==> src/rtl/register.sv <==
// rtl/register.sv - WIDTH-bit load-enable register with synchronous active-low reset
module register #(
    parameter int               WIDTH       = 32,
    parameter logic [WIDTH-1:0] RESET_VALUE = '0
) (
    input  logic             clk,
    input  logic             rst,
    input  logic             en,
    input  logic [WIDTH-1:0] d,
    output logic [WIDTH-1:0] q
);
    // Reset wins over en; q comes straight from the flops.
    always_ff @(posedge clk) begin
        if (!rst) begin
            q <= RESET_VALUE;
        end else if (en) begin
            q <= d;
        end
    end
endmodule

==> config.mk <==
export PLATFORM = sky130hd
export DESIGN_NAME = register
export DESIGN_NICKNAME = d
export VERILOG_FILES = /design/src/rtl/register.sv
export SDC_FILE = /design/constraint.sdc
export NUM_CORES = 1
export LEC_CHECK = 0
export CAP_MARGIN = 20
export CELL_PAD_IN_SITES_DETAIL_PLACEMENT = 0
export CELL_PAD_IN_SITES_GLOBAL_PLACEMENT = 2
export CORE_MARGIN = 2
export CORE_UTILIZATION = 22
export CTS_CLUSTER_SIZE = 14
export DETAILED_ROUTE_END_ITERATION = 6
export PLACE_DENSITY_LB_ADDON = 0.1
export SETUP_SLACK_MARGIN = 0.1
export SYNTH_ARGS = -nofsm -noshare
export SYNTH_HDL_FRONTEND = slang
export SYNTH_SLANG_ARGS = --single-unit
==> constraint.sdc <==
create_clock -name clk -period 0.83 [get_ports clk]
set_input_delay 0.083 -clock clk [delete_from_list [all_inputs] [get_ports clk]]
set_output_delay 0.083 -clock clk [all_outputs]
set_load 0.01 [all_outputs]
# Word-level counts from Yosys, hierarchy flattened
# Cells that the tools add are included.
word_totals:
  register_bits: 32
  latch_bits: 0
  ram_bits: 0
  word_cells: 1
  memories: 0
  mem_bits_ro: 0
  inputBits: 35
op_classes:
  div: 0
  multipliers: 0
  n_reduce_logical: 0
  n_shift: 0
  eq_ne: 0
  magnitude_cmp: 0
  n_addsub: 0
  n_bitwise: 0
  mux: 0

# Longest topological paths before layout
# Gate-level depths: netlist of run 1.
logic_depth:
  depth_word: 0
  depth_mapped: 4

# Worst setup path after synthesis of run 1
# No wires, ideal clock.
synth_timing:
  path_type: "input to register"
  from: "in en"
  to: "reg q[0]"
  stages: 4
  path_buffers: 2
  t_arrival_ps: 555
  setup_slack_ps: 159
  path_cell_list: "buf_6 buf_12 mux2i_1 nor2b_1"
synth_lines:
  columns: ["element", "line", "source"]
  rows:
  - ["start, declared", "8", "input logic en,"]
  - ["end signal, assigned", "15", "q <= RESET_VALUE;"]
  - ["end signal, assigned", "17", "q <= d;"]
  - ["end, declared", "10", "output logic [WIDTH-1:0] q"]

# Worst setup path in the final report of run 1
layout_timing:
  from: "reg q[26]"
  to: "out q[26]"
# No word-level cell between the ends.

==> flow_metrics.env, run 1 <==
export IMPL_outcome="finished, final reports clean"
export IMPL_cp_end_kind="output pin"
export IMPL_setup_viol=0
export IMPL_reg2regPathDepth=3
export IMPL_start_kind="register"
export IMPL_synth_top_cells_by_count="dfxtp_1 (32), mux2i_1 (32), nor2b_1 (32)"
export IMPL_track_usage_pct=9.65
export IMPL_cts_tree="built"
export IMPL_power_leakage_nw=0.950
export IMPL_drt_pass1_iterations=4
export IMPL_crit_type="reg2out"
export IMPL_fin_nets=209
export IMPL_irDropWorstVdd_uv=963
export IMPL_p_sw_share_pct=22.4
export IMPL_synth_top_area_share_pct=51.5
export IMPL_synth_nets=138
export IMPL_n_antenna_cell=0
export IMPL_rsz0062_at_grt="true"
export IMPL_combPwrFrac_pct=18.7
export IMPL_cp_arrival_ns=0.72
export IMPL_path_buf_inv=1
export IMPL_syn_area_per_cell_sq_um=12.1
export IMPL_slowest_stage="dfxtp_2"
export IMPL_drt_initial_drc_count=12
export IMPL_hp_class="in2reg"
export IMPL_reg2reg_to="q[0]$_SDFFE_PN0P_"
export IMPL_synth_cells=103
export IMPL_clkSlewWorstSetupHoldPaths_ns=0.06
export IMPL_grt_pass1_vias=964
export IMPL_holdPathStages=4
export IMPL_finalWirelength_microns=2960
export IMPL_vias=939
export IMPL_drive_above_1_share_pct=43.4
export IMPL_hp_start="en"
export IMPL_power_mw=3.58
export IMPL_drv_cap=0
export IMPL_cp_required_ns=0.75
export IMPL_fin_setup_tns_ns=0
export IMPL_seq_power_share_pct=47.9
export IMPL_fin_skew_ns=0
export IMPL_dieWidth_microns=79.2
export IMPL_syn_area_sq_um=1240
export IMPL_wire_per_inst_microns=12.0
export IMPL_r2r_start="q[0]$_SDFFE_PN0P_"
export IMPL_numCtsBuffers=5
export IMPL_yosysUniqueCellTypes=6
export IMPL_cts_sinks=32
export IMPL_hold_end="q[15]$_SDFFE_PN0P_"
export IMPL_clock_root_buffer="clkbuf_8"
export IMPL_yosysWarnings=0
export IMPL_die_height_microns=79.2
export IMPL_ys_ff_latch=32
export IMPL_yosys_area_top_type="dfxtp_1"
export IMPL_io_pins=67
export IMPL_post_route_drc_count=0
export IMPL_antenna_found_initial=0
export IMPL_detail_route_vias_per_cell=3.80
export IMPL_top_regs="q: 32 flops"
export IMPL_num_rows=27
export IMPL_place_gp_congestion=0.618
export IMPL_async_flop_share_pct=0
export IMPL_die_area_sq_um=6270
export IMPL_r2r_setup_slack_ns=0.12
export IMPL_crit_family="flip-flops"
export IMPL_p_int_mw=2.77
export IMPL_crit_path_cell_trace="buf_6"
export IMPL_pwr_share_clk_pct=33.5
export IMPL_grt_pass1_wl_microns=4570
export IMPL_clock_latency_ns=0.27
export IMPL_overflow=0
export IMPL_critPathMaxStageDelay_ns=0.33
export IMPL_worstMarginPinSlew_ns=0.231
export IMPL_ys_seq_area_share_pct=51.5
export IMPL_synth_edf_count=0
export IMPL_critPathMaxFanout=2
export IMPL_synthToLayoutAreaGrowth_pct=74.9
export IMPL_switchingPower_mw=0.802
export IMPL_maxSlewHeadroom_pct=84.6
export IMPL_hold_viol=0
export IMPL_largest_reg_flops=32
export IMPL_grt_max_degree=33
export IMPL_period_minus_slack_ns=0.803
export IMPL_top_register="q"
export IMPL_synth_area_leaders="dfxtp_1 (52%), mux2i_1 (26%), nor2b_1 (16%)"
export IMPL_synth_flop_cell="dfxtp_1"
export IMPL_slew_violations=0
export IMPL_initial_core_util_pct=22.7
export IMPL_core_sq_um=5470
export IMPL_period_share_pct=96.8
export IMPL_htree_levels=2
export IMPL_ant_nets=0
export IMPL_port_buffers=66
export IMPL_clk_path_buf_depth=2
export IMPL_max_freq_ghz=1.24
export IMPL_cellPowerDensity_nw_per_um2=1640
worst min-delay path: stages:
cell and delay, ns:
buf_2 0.13, buf_12 0.16, mux2i_1 0.08, nor2b_1 0.09
metal layers:
metal | global-route usage [%] | up-vias | wire length (microns)
met4 | 5.17 | 0 | 48
met3 | 3.64 | 5 | 191
met2 | 16.4 | 32 | 1520
met1 | 10.3 | 424 | 1200
li1 | - | 478 | -
met5 | 0 | - | 0
how the worst max path moves through the flow:
stage / from / slack [ns] / to / depth (start not counted)
CTS: q[26]$_SDFFE_PN0P_ / 0.01 / q[26] / 1
global placement: rst / -0.15 / q[22]$_SDFFE_PN0P_ / 3
global route: q[26]$_SDFFE_PN0P_ / -0.01 / q[26] / 1
floorplan: en / 0.16 / q[0]$_SDFFE_PN0P_ / 4
detailed placement: rst / -0.20 / q[27]$_SDFFE_PN0P_ / 3
finish: q[26]$_SDFFE_PN0P_ / 0.03 / q[26] / 1
stage by stage:
stage	setup WS [ns]	util, %	std cells	instance area [sq um]	hold WS [ns]
after floorplan	0.159	-	103	1240	0.211
after detailed placement	-0.203	35.9	237	1970	0.507
after global routing	-0.0141	39.8	247	2180	0.315
final	0.0266	39.8	247	2180	0.311
after CTS	0.0110	39.0	245	2140	0.307
after global placement	-0.145	35.9	237	1970	0.497
power groups by stage:
stage	logic (mW)	clock network (mW)	registers, mW
floorplan	0.230	0	1.75
global placement	0.641	0	1.71
detailed placement	0.644	0	1.71
CTS	0.660	1.25	1.71
global route	0.716	1.34	1.72
finish	0.667	1.20	1.71
cell usage in the layout, fill, tap and decap left out:
master | netlist | layout
dfxtp_2 | 0 | 32
mux2i_1 | 32 | 32
clkbuf_1 | 3 | 2
dlymetal6s2s_1 | 0 | 1
buf_2 | 0 | 1
buf_6 | 1 | 33
clkbuf_16 | 0 | 1
nor2b_1 | 32 | 32
buf_12 | 3 | 3
clkbuf_8 | 0 | 6
clkdlybuf4s50_1 | 0 | 32
area by class of cell:
type / count / area, sq um
flip-flops and latches: 32 / 681
multi-input cells: 64 / 520
well taps: 72 / 90.1
repair buffers: 71 / 795
clock buffers: 8 / 90.1
fillers: 557 / 3300
cell families (layout without fill, tap and decap cells):
| kind of cell | count (synthesis) | in the layout | share of synthesized area (%) |
|---|---|---|---|
| buf+inv | 7 | 79 | 6.64 |
| flops | 32 | 32 | 51.5 |
| mux | 32 | 32 | 25.8 |
| simple gates | 32 | 32 | 16.1 |
timing repair:
item / CTS / global route
pin swaps: 0 / 0
gates cloned: 0 / 1
endpoints found under the setup margin: 32 / 61
endpoints found under the hold margin: 0 / 0
hold buffers: 0 / 0
resized for setup: 192 / 2
setup buffers: 0 / 1
(Power assumes the default switching activity.)
==> run 2: changes to the inputs <==
--- a/config.mk
+++ b/config.mk
@@ -8,7 +8,7 @@
 export CAP_MARGIN = 20
 export CELL_PAD_IN_SITES_DETAIL_PLACEMENT = 0
 export CELL_PAD_IN_SITES_GLOBAL_PLACEMENT = 2
-export CORE_MARGIN = 2
+export CORE_MARGIN = 5
 export CORE_UTILIZATION = 22
 export CTS_CLUSTER_SIZE = 14
 export DETAILED_ROUTE_END_ITERATION = 6
==> run 2 against run 1 <==
Register-to-register slack barely moved. Critical path depth did not move. Count of clock-buffer cells in the layout did not move. Die area rose by 16%. Combinational power rose by 0.7%. Sequential share of layout area did not move. Critical endpoint is now q[3]. Largest cell class unchanged.
==> flow_metrics.env, run 2 (synthesized netlist as in run 1, its figures left out) <==
export IMPL_combPwrFrac_pct=18.7
export IMPL_max_freq_ghz=1.23
export IMPL_fin_util_pct=39.5
export IMPL_instances_no_fill=247
export IMPL_r2r_setup_slack_ns=0.11
export IMPL_detail_route_vias_per_cell=3.91
export IMPL_postCtsSetupRepairBufs=0
export IMPL_clock_latency_ns=0.28
export IMPL_htree_levels=2
export IMPL_critPathMaxFanout=2
export IMPL_die_height_microns=85.2
export IMPL_cts_hold_buf=0
export IMPL_drive_above_1_share_pct=43.4
export IMPL_clock_root_buffer="clkbuf_8"
export IMPL_clkSlewWorstSetupHoldPaths_ns=0.07
export IMPL_synthToLayoutAreaGrowth_pct=74.9
export IMPL_use_met3_pct=3.79
export IMPL_slew_violations=0
export IMPL_use_met1_pct=10.1
export IMPL_overflow=0
export IMPL_track_usage_pct=8.80
export IMPL_pwr_share_clk_pct=33.8
export IMPL_die_area_sq_um=7260
export IMPL_wire_per_inst_microns=13.3
export IMPL_worstMarginPinSlew_ns=0.235
export IMPL_fin_nets=209
export IMPL_mostFrequentLayoutCells="buf_6 (33), mux2i_1 (32), nor2b_1 (32), clkdlybuf4s50_1 (32), dfxtp_2 (32)"
export IMPL_final_common_cell="buf_6"
export IMPL_drt_pass1_iterations=2
export IMPL_fillers=543
export IMPL_p_sw_share_pct=22.9
export IMPL_numCtsBuffers=5
export IMPL_path_buf_inv=1
export IMPL_rsz0062_at_grt="true"
export IMPL_irDropWorstVdd_uv=501
export IMPL_port_buffers=66
export IMPL_setup_viol=0
export IMPL_top_register="q"
export IMPL_num_rows=27
export IMPL_grt_busiest_layer="met2"
export IMPL_power_mw=3.60
export IMPL_period_minus_slack_ns=0.812
export IMPL_start_kind="register"
export IMPL_final_area_sq_um=2180
export IMPL_cellPowerDensity_nw_per_um2=1650
export IMPL_power_leakage_nw=0.950
export IMPL_place_area_sq_um=1970
export IMPL_slowest_stage="dfxtp_2"
export IMPL_dieWidth_microns=85.2
export IMPL_grt_pass1_wl_microns=4990
export IMPL_vias=965
export IMPL_finalWirelength_microns=3290
export IMPL_crit_type="reg2out"
export IMPL_fin_ws_ns=0.0175
export IMPL_switchingPower_mw=0.825
export IMPL_holdPathStages=3
export IMPL_largest_reg_flops=32
export IMPL_fin_setup_tns_ns=0
export IMPL_critPathMaxStageDelay_ns=0.35
export IMPL_maxSlewHeadroom_pct=84.3
export IMPL_cp_end_kind="output pin"
export IMPL_period_share_pct=97.9
export IMPL_ant_nets=0
export IMPL_r2r_start="q[3]$_SDFFE_PN0P_"
export IMPL_outcome="finished, final reports clean"
export IMPL_reg2regPathDepth=3
export IMPL_clk_path_buf_depth=2
export IMPL_initial_core_util_pct=22.6
export IMPL_cts_tree="built"
export IMPL_grt_pass1_vias=1025
export IMPL_cts_sinks=32
export IMPL_crit_path_cell_trace="buf_6"
export IMPL_grt_max_degree=33
export IMPL_antenna_found_initial=0
export IMPL_cp_required_ns=0.75
export IMPL_post_route_drc_count=0
export IMPL_top_regs="q: 32 flops"
export IMPL_cp_arrival_ns=0.73
export IMPL_place_gp_congestion=0.608
export IMPL_seq_power_share_pct=47.6
export IMPL_hp_class="in2reg"
export IMPL_reg2reg_to="q[3]$_SDFFE_PN0P_"
export IMPL_io_pins=67
export IMPL_drt_initial_drc_count=15
export IMPL_place_hpwl_microns=2250
export IMPL_drv_cap=0
export IMPL_crit_family="flip-flops"
export IMPL_hold_end="q[29]$_SDFFE_PN0P_"
export IMPL_hp_start="rst"
export IMPL_core_sq_um=5510
export IMPL_fin_skew_ns=0
export IMPL_place_ws_ns=-0.174
export IMPL_worst_hold_slack_ns=0.323
export IMPL_grt_util_met2_pct=14.2
export IMPL_p_int_mw=2.77
export IMPL_hold_viol=0
export IMPL_n_antenna_cell=0
export IMPL_dp_cells=238
-- run 2: timing repair --
action,4_1_cts,5_1_grt
cloned,0,1
resized for setup,192,2
hold endpoints to repair,0,0
endpoints found under the setup margin,32,46
-- run 2: power by group through the flow --
stage | registers (mW) | clock network (mW) | logic [mW]
global placement | 1.71 | 0 | 0.645
CTS | 1.71 | 1.28 | 0.669
detailed placement | 1.71 | 0 | 0.654
global route | 1.72 | 1.35 | 0.727
floorplan | 1.75 | 0 | 0.230
finish | 1.71 | 1.22 | 0.672
-- run 2: worst max path at each step --
stage | start | endpoint | slack, ns | depth (start not counted)
floorplan | en | q[0]$_SDFFE_PN0P_ | 0.16 | 4
global placement | rst | q[8]$_SDFFE_PN0P_ | -0.15 | 3
detailed placement | rst | q[27]$_SDFFE_PN0P_ | -0.17 | 3
CTS | q[1]$_SDFFE_PN0P_ | q[1] | 0.005 | 1
global route | q[1]$_SDFFE_PN0P_ | q[1] | -0.02 | 1
finish | q[3]$_SDFFE_PN0P_ | q[3] | 0.02 | 1
-- run 2: area by class of cell --
cell class,count,area (sq um),share of cell area (%)
tap,72,90.1,4.14
timing repair buffer,71,795,36.5
multi-input combinational,64,520,23.9
sequential,32,681,31.3
clock buffer,8,90.1,4.14
-- run 2: worst reg2reg max path: stages, from the launching register on --
cell	delay [ns]
dfxtp_2	0.33
buf_6	0.10
mux2i_1	0.12
nor2b_1	0.06
-- run 2: per-layer routing --
metal | vias to the layer above | part of all wire, %
met5 | - | 0
met4 | 0 | 1.7
met3 | 5 | 7.6
met2 | 38 | 49
met1 | 442 | 41
li1 | 480 | -
